## src/rtl/timer_pkg.sv

```systemverilog
// Shared definitions for the down timer: FSM state encoding and default width.
package timer_pkg;
  localparam int DEFAULT_WIDTH = 8;

  typedef enum logic [1:0] {
    S_IDLE = 2'b00,
    S_RUN  = 2'b01,
    S_DONE = 2'b10
  } state_t;
endpackage

```

## src/rtl/eight_bit_down_timer_if.sv

```systemverilog
// Control/status bundle between a timer user (master) and the timer (slave).
interface eight_bit_down_timer_if #(parameter int WIDTH = timer_pkg::DEFAULT_WIDTH);
  logic             load;
  logic [WIDTH-1:0] load_value;
  logic             enable;
  logic [WIDTH-1:0] count_out;
  logic             busy;
  logic             done;
  logic             zero;

  modport master (output load, load_value, enable,
                  input  count_out, busy, done, zero);
  modport slave  (input  load, load_value, enable,
                  output count_out, busy, done, zero);
endinterface

```

## src/rtl/down_counter_core.sv

```systemverilog
// Loadable down counter built as a borrow chain; never decremented past zero by its user.
module down_counter_core
  import timer_pkg::*;
#(
  parameter int WIDTH = DEFAULT_WIDTH
) (
  input  logic             clock,
  input  logic             clear,
  input  logic             load,
  input  logic [WIDTH-1:0] load_value,
  input  logic             dec,
  output logic [WIDTH-1:0] count,
  output logic             zero
);
  logic [WIDTH-1:0] borrow;

  // Bit i toggles when decrementing and every lower bit is already 0.
  for (genvar i = 0; i < WIDTH; i++) begin : g_borrow
    if (i == 0) begin : g_lsb
      assign borrow[i] = dec;
    end else begin : g_upper
      assign borrow[i] = dec & ~(|count[i-1:0]);
    end
  end

  always_ff @(posedge clock or posedge clear) begin
    if (clear)     count <= '0;
    else if (load) count <= load_value;
    else           count <= count ^ borrow;
  end

  assign zero = (count == '0);
endmodule

```

## src/rtl/eight_bit_down_timer.sv

```systemverilog
// Down timer: IDLE/RUN/DONE control around a borrow-chain counter, optional periodic reload.
module eight_bit_down_timer
  import timer_pkg::*;
#(
  parameter int WIDTH       = DEFAULT_WIDTH,
  parameter bit AUTO_RELOAD = 1'b0
) (
  input  logic                   clock,
  input  logic                   clear,
  eight_bit_down_timer_if.slave  bus
);
  state_t           state, state_nxt;
  logic [WIDTH-1:0] reload_reg;
  logic [WIDTH-1:0] count;
  logic             core_load;
  logic [WIDTH-1:0] core_value;
  logic             dec;
  logic             last;

  assign last = (count == WIDTH'(1));

  // An external load beats the DONE-cycle reload; decrement only in RUN and never below 0.
  assign core_load  = bus.load | (AUTO_RELOAD && state == S_DONE);
  assign core_value = bus.load ? bus.load_value : reload_reg;
  assign dec        = (state == S_RUN) & bus.enable & ~bus.load & (count != '0);

  down_counter_core #(.WIDTH(WIDTH)) u_core (
    .clock      (clock),
    .clear      (clear),
    .load       (core_load),
    .load_value (core_value),
    .dec        (dec),
    .count      (count),
    .zero       (bus.zero)
  );

  assign bus.count_out = count;

  always_ff @(posedge clock or posedge clear) begin
    if (clear)         reload_reg <= '0;
    else if (bus.load) reload_reg <= bus.load_value;
  end

  always_ff @(posedge clock or posedge clear) begin
    if (clear) state <= S_IDLE;
    else       state <= state_nxt;
  end

  always_comb begin
    state_nxt = S_IDLE;
    if (bus.load) begin
      state_nxt = (bus.load_value != '0) ? S_RUN : S_IDLE;
    end else begin
      unique case (state)
        S_IDLE:  state_nxt = S_IDLE;
        S_RUN:   state_nxt = (bus.enable && last) ? S_DONE : S_RUN;
        S_DONE:  state_nxt = AUTO_RELOAD ? S_RUN : S_IDLE;
        default: state_nxt = S_IDLE;
      endcase
    end
  end

  always_comb begin
    bus.busy = (state == S_RUN);
    bus.done = (state == S_DONE);
  end
endmodule

```

## src/flat_wrapper.sv

```systemverilog
// flat-port wrapper written by rule: the top's interface ports become plain ports
module eight_bit_down_timer_flat import timer_pkg::*;
#(
  parameter int WIDTH       = DEFAULT_WIDTH,
  parameter bit AUTO_RELOAD = 1'b0
)
  (clock, clear, bus_load, bus_load_value, bus_enable, bus_count_out, bus_busy, bus_done, bus_zero);
  eight_bit_down_timer_if #(.WIDTH(WIDTH)) bus_i ();
  input  logic clock;
  input  logic clear;
  input wire logic [$bits(bus_i.load)-1:0] bus_load;
  input wire logic [$bits(bus_i.load_value)-1:0] bus_load_value;
  input wire logic [$bits(bus_i.enable)-1:0] bus_enable;
  output wire logic [$bits(bus_i.count_out)-1:0] bus_count_out;
  output wire logic [$bits(bus_i.busy)-1:0] bus_busy;
  output wire logic [$bits(bus_i.done)-1:0] bus_done;
  output wire logic [$bits(bus_i.zero)-1:0] bus_zero;
  assign bus_i.load = bus_load;
  assign bus_i.load_value = bus_load_value;
  assign bus_i.enable = bus_enable;
  assign bus_count_out = bus_i.count_out;
  assign bus_busy = bus_i.busy;
  assign bus_done = bus_i.done;
  assign bus_zero = bus_i.zero;
  eight_bit_down_timer #(.WIDTH(WIDTH), .AUTO_RELOAD(AUTO_RELOAD)) u_core (.clock(clock), .clear(clear), .bus(bus_i));
endmodule
```

## config.mk

```make
export PLATFORM = sky130hd
export DESIGN_NAME = eight_bit_down_timer_flat
export DESIGN_NICKNAME = d
export VERILOG_FILES = /design/src/rtl/timer_pkg.sv /design/src/rtl/eight_bit_down_timer_if.sv /design/src/rtl/down_counter_core.sv /design/src/rtl/eight_bit_down_timer.sv /design/src/flat_wrapper.sv
export SDC_FILE = /design/constraint.sdc
export NUM_CORES = 1
export LEC_CHECK = 0
export ABC_AREA = 1
export CAP_MARGIN = 20
export CORE_MARGIN = 10
export CORE_UTILIZATION = 48
export CTS_CLUSTER_DIAMETER = 200
export DETAILED_ROUTE_END_ITERATION = 8
export PLACE_DENSITY = 0.82
export SYNTH_ARGS = -nofsm -noshare
export SYNTH_HDL_FRONTEND = slang
export SYNTH_SLANG_ARGS = --single-unit
```

## constraint.sdc

```tcl
create_clock -name clock -period 2.05 [get_ports clock]
set_input_delay 0.41 -clock clock [delete_from_list [all_inputs] [get_ports clock]]
set_output_delay 0.41 -clock clock [all_outputs]
set_load 0.01 [all_outputs]
```

## Yosys cells after proc, flatten, opt, wreduce, memory -nomap -nowiden

Cells that the tools add are included.

| word-level totals | value |
|---|---|
| register bits | 10 |
| bits in latches | 0 |
| bits in writable memories | 0 |
| memory bits (read-only) | 0 |
| input bits | 12 |
| output and inout port bits | 11 |
| word-level logic and storage cells | 39 |
| memories kept | 0 |

| cells by class | value |
|---|---|
| add/sub/neg operators | 0 |
| multipliers | 0 |
| div/mod/pow operators | 0 |
| magnitude comparators | 0 |
| equal/unequal tests | 3 |
| shift-type cells | 0 |
| mux-type cells | 5 |
| bitwise gates (word level) | 19 |
| reduce and logical (&&, ||, !) cells | 10 |

Operators with widths:

| kind | count |
|---|---|
| $reduce_bool A8 Y1 | 2 |
| $and A1 B1 Y1 | 10 |
| $eq A8 B1 Y1 const B | 1 |
| $logic_not A8 Y1 | 1 |
| $mux W8 | 1 |
| $not A1 Y1 | 8 |
| $xor A8 B8 Y8 | 1 |
| $reduce_or A7 Y1 | 1 |
| $mux W2 | 3 |
| $reduce_or A6 Y1 | 1 |
| $reduce_or A5 Y1 | 1 |
| $reduce_or A4 Y1 | 1 |
| $reduce_or A3 Y1 | 1 |
| $eq A2 B1 Y1 const B | 1 |
| $eq A2 B2 Y1 const B | 1 |
| $reduce_or A2 Y1 | 1 |
| $logic_and A1 B1 Y1 | 1 |
| $mux W1 | 1 |

## Depth between registers and ports, before layout

Gate-level depths: netlist of run 1.

| logic depth | value |
|---|---|
| word-level depth | 7 |
| depth in mapped cells | 9 |
| depth with buffers taken out | 9 |

## By module

Synthesis of run 1 repeated with hierarchy kept, for this count alone.

| second synthesis, totals | value |
|---|---|
| cells, all modules | 115 |
| area total of the unflattened synthesis | 1004.7 um^2 |

By module, submodules not included:

| module | times used | cells each | area an instance (um^2) |
|---|---|---|---|
| eight_bit_down_timer | 1 | 53 | 520.5 |
| down_counter_core | 1 | 62 | 484.2 |

## Worst setup path after synthesis of run 1

OpenSTA, ideal clock, no wires.

| path | value |
|---|---|
| kind | register to register |
| start | register u_core.u_core.count[4] |
| end | register u_core.u_core.count[1] |
| data arrival time | 1379 ps |
| data required time | 1967 ps |
| slack | 588 ps |
| stages on the path, launching flop included | 10 |
| buffers on the path | 0 |
| cell sequence | dfrtp_1 > inv_2 > nand2_2 > nor2_4 > nand2_4 > inv_1 > nor3_2 > ha_1 > xnor2_1 > o21ai_0 |

| on the way | value |
|---|---|
| cells in the longest elaborated chain, start to end | 5 |

RTL lines:

| element | RTL line | text |
|---|---|---|
| from (decl) | down_counter_core.sv:12 | `output logic [WIDTH-1:0] count,` |
| from (signal assigned) | down_counter_core.sv:28 | `else if (load) count <= load_value;` |
| from (signal assigned) | down_counter_core.sv:29 | `else count <= count ^ borrow;` |
| $reduce_bool A8 Y1 | eight_bit_down_timer.sv:25 | `assign dec = (state == S_RUN) & bus.enable & ~bus.load & (count != '0);` |
| $and A1 B1 Y1 | eight_bit_down_timer.sv:25 |  |
| $and A1 B1 Y1 | down_counter_core.sv:22 | `assign borrow[i] = dec & ~(\|count[i-1:0]);` |
| $xor A8 B8 Y8 | down_counter_core.sv:29 |  |
| $mux W8 | down_counter_core.sv:28 |  |

No other way between the ends.

## Final worst setup path of run 1

| path | value |
|---|---|
| start | register u_core.u_core.count[6] |
| end | output bus_zero |

| on the way | value |
|---|---|
| cells in the longest elaborated chain, start to end | 1 |

RTL lines:

| element | RTL line | text |
|---|---|---|
| $logic_not A8 Y1 | down_counter_core.sv:32 | `assign zero = (count == '0);` |
| to (decl) | flat_wrapper.sv:17 | `output wire logic [$bits(bus_i.zero)-1:0] bus_zero;` |

No other way between the ends.

==> impl_metrics.py, run 1 <==
metrics = {
    "setup_path": {
        "crit_end": "bus_zero",
        "cp.required_ps": 1640,
        "critPathLaunch": "u_core.u_core.count[6]",
        "r2r_start": "u_core.u_core.count[6]",
        "setup.worst_path.start_class": "flop",
        "critPathArrivalTime_ps": 1490,
        "worstRegToRegCells": 9,
        "ff2ff_setup_slack_ps": 500,
        "critPathKind": "reg2out",
        "crit_path_max_fanout": 7,
        "endpoint_kind": "primary output",
        "timing.rr.end": "u_core.u_core.count[1]",
    },
    "power_and_ir_drop": {
        "ir_drop_mv": 0.3697,
        "total_power_uw": 538.9,
        "powerDensity_nw_per_um2": 547.9,
        "p_leak_nw": 0.4948,
    },
    "floorplan": {
        "initial_core_util_pct": 53.21,
        "die_h_um": 58.92,
        "core_um2": 1366,
        "core.rowCount": 13,
        "dieArea_um2": 3471,
        "ios": 23,
        "die_w_um": 58.92,
    },
    "global_route": {
        "use_met3_pct": 2.361,
        "antenna_found_initial": 0,
        "use_met2_pct": 18.02,
        "grt_util_all_layers_pct": 11.07,
        "grt_pass1_vias": 697,
        "grt_max_degree": 12,
        "grt_pass1_wl_mm": 3.001,
        "grt-ovfl-total": 0,
        "busiest_layer": "met2",
        "met1_usage_pct": 12.68,
    },
    "placement": {
        "gp_congestion": 0.7755,
        "post_dp_cell_area_um2": 962.2,
        "place_inst": 132,
        "dp_hpwl_mm": 1.498,
        "io_buffers": 22,
    },
    "synthesis": {
        "ys_seq_area_share_pct": 34.42,
        "synth_cells": 95,
        "yosysTopAreaCell": "dfrtp_1",
        "syn_nets": 108,
        "synth.most_common_cell": "nand2_1",
        "synth_cell_type_count": 22,
        "synth_flop_cell": "dfrtp_1",
        "synth_common_cells": "nand2_1, inv_1, dfrtp_1, nor2_1, nand3_1",
        "syn_area_um2": 726.9,
        "synth_top_area_share_pct": 34.42,
        "synth_edf_count": 0,
        "ys_ff_latch": 10,
        "yosysWarnings": 0,
        "synthTopCellsByArea": "dfrtp_1, nand2_1, inv_1, nand3_2, nor2_1",
        "postSynthAreaPerCell_um2": 7.652,
        "synthArstFlopShare_pct": 100.0,
    },
    "clocking": {
        "htree_levels": 1,
        "clkSlewWorstSetupHoldPaths_ps": 60,
        "tritoncts": "yes",
        "cts.sinks": 10,
        "ctsLongestPathBuffers": 2,
        "cts-root-buf": "clkbuf_4",
        "clk_latency_ps": 260,
        "cts.hold.buffers_added": 0,
        "cts_buffers": 3,
    },
    "timing": {
        "setup_viol": 0,
        "fin_skew_ps": 3.097,
        "slew_violations": 0,
        "whs_ps": 423.1,
        "rsz0062_at_grt": "no",
        "tightest_slew_ps": 376.6,
        "min_period_over_period_pct": 92.83,
        "finalCriticalPeriod_ps": 1903,
        "relSlewSlack_pct": 74.87,
        "max_clock_freq_mhz": 525.5,
        "setup_tns_ps": 0,
        "hold_viol_final": 0,
    },
    "final_layout": {
        "fin_nets": 135,
        "drive_above_1_share_pct": 16.67,
        "multiInputGateArea_um2": 386.6,
        "final_cells": 135,
        "areaGrowthSynthToFinish_pct": 35.28,
        "fillers": 122,
        "fin_area_um2": 983.4,
        "antennaDiodeCount": 0,
        "regArea_um2": 250.2,
    },
    "routing": {
        "drtIter0Drc": 13,
        "remaining_drc_errors": 0,
        "wl_mm": 1.725,
        "first_pass_iters": 4,
        "post_drt_wl_per_cell_um": 12.78,
        "postRouteAntennaNets": 0,
        "num_vias": 661,
        "vias_per_cell": 4.896,
    },
    "worst_hold_path": {
        "holdCritPathClass": "in2async",
    },
    "flow_run": {
        "cap_violations": 0,
    },
    "run_status": {
        "outcome": "complete, no violations",
    },
}
[flip-flops by register name (all words and copies together), names as in the netlist]
| register | count |
|---|---|
| u_core.state | 2 |
| u_core.u_core.count | 8 |
[cell usage in the layout (no fill, tap or decap), drive strengths merged, types with 2 or more instances in the layout]
master / instances
nand2: 35
nor3: 2
nand4: 2
o21ai: 2
nor2: 14
nor4: 2
inv: 13
dfrtp: 10
nand3: 10
clkdlybuf4s50: 21
clkbuf: 3
[logic make-up after synthesis]
logic type,synth area share [%]
flops,34.42
fa+ha+maj,1.721
buf+inv,12.39
compound gates,2.065
simple gates,48.19
xor+xnor,1.205
[cell type report]
class / count / area share, %
Timing Repair Buffer: 23 / 23.03
Tap cell: 15 / 1.908
Clock buffer: 3 / 2.290
Inverter: 14 / 8.015
Sequential cell: 10 / 25.45
Multi-Input combinational cell: 70 / 39.31
[stage by stage]
step | setup WS, ps | util [%]
3_3_place_gp | 178.7 | 70.42
2_1_floorplan | 588.4 | -
3_5_place_dp | 152.6 | 70.42
5_1_grt | 44.93 | 71.98
4_1_cts | 137.2 | 71.98
6_report | 147.1 | 71.98
[report_power, final]
part	internal [mW]	leakage [nW]	switching (mW)
clock	0.0674	0.0138	0.0590
sequential	0.215	0.121	0.0208
combinational	0.0883	0.360	0.0883
[critical path, cell delays in order (launching register included)]
cell and delay (ps):
dfrtp_1 400, inv_1 130, nand2_1 100, nor2_4 120
nand2_4 90, inv_1 110, dlygate4sd2_1 280
[what timing repair did]
action,4_1_cts,5_1_grt
endpoints found under the setup margin,1,0
resized for setup,1,0
buffers inserted,0,0
[layer usage]
layer  routed length [µm]  up-vias
met1                  788      295
met2                  852       17
li1                     -      347
met4                   23        0
met5                    0        -
met3                   60        2
[how the worst min path moves through the flow]
stage	slack (ps)	cells after the start	from	endpoint
final	420	2	clear	u_core.u_core.count[2]
after floorplan	250	1	clear	u_core.state[0]
after global placement	540	2	u_core.u_core.count[7]	u_core.u_core.count[7]
after CTS	420	2	clear	u_core.u_core.count[6]
after detailed placement	550	2	u_core.u_core.count[7]	u_core.u_core.count[7]
after global routing	470	2	clear	u_core.u_core.count[0]
No activity file was read; power rests on OpenSTA's default activity.
==> run 2: changes to the inputs <==
CTS_CLUSTER_DIAMETER = 150   (was 200)
==> results of run 2 <==
No change in the layout: final DEF, timing and power equal those of run 1.
==> run 3: changes to the inputs <==
CTS_CLUSTER_DIAMETER = not set   (was 150)
==> results of run 3 <==
No change in the layout: final DEF, timing and power equal those of run 1.
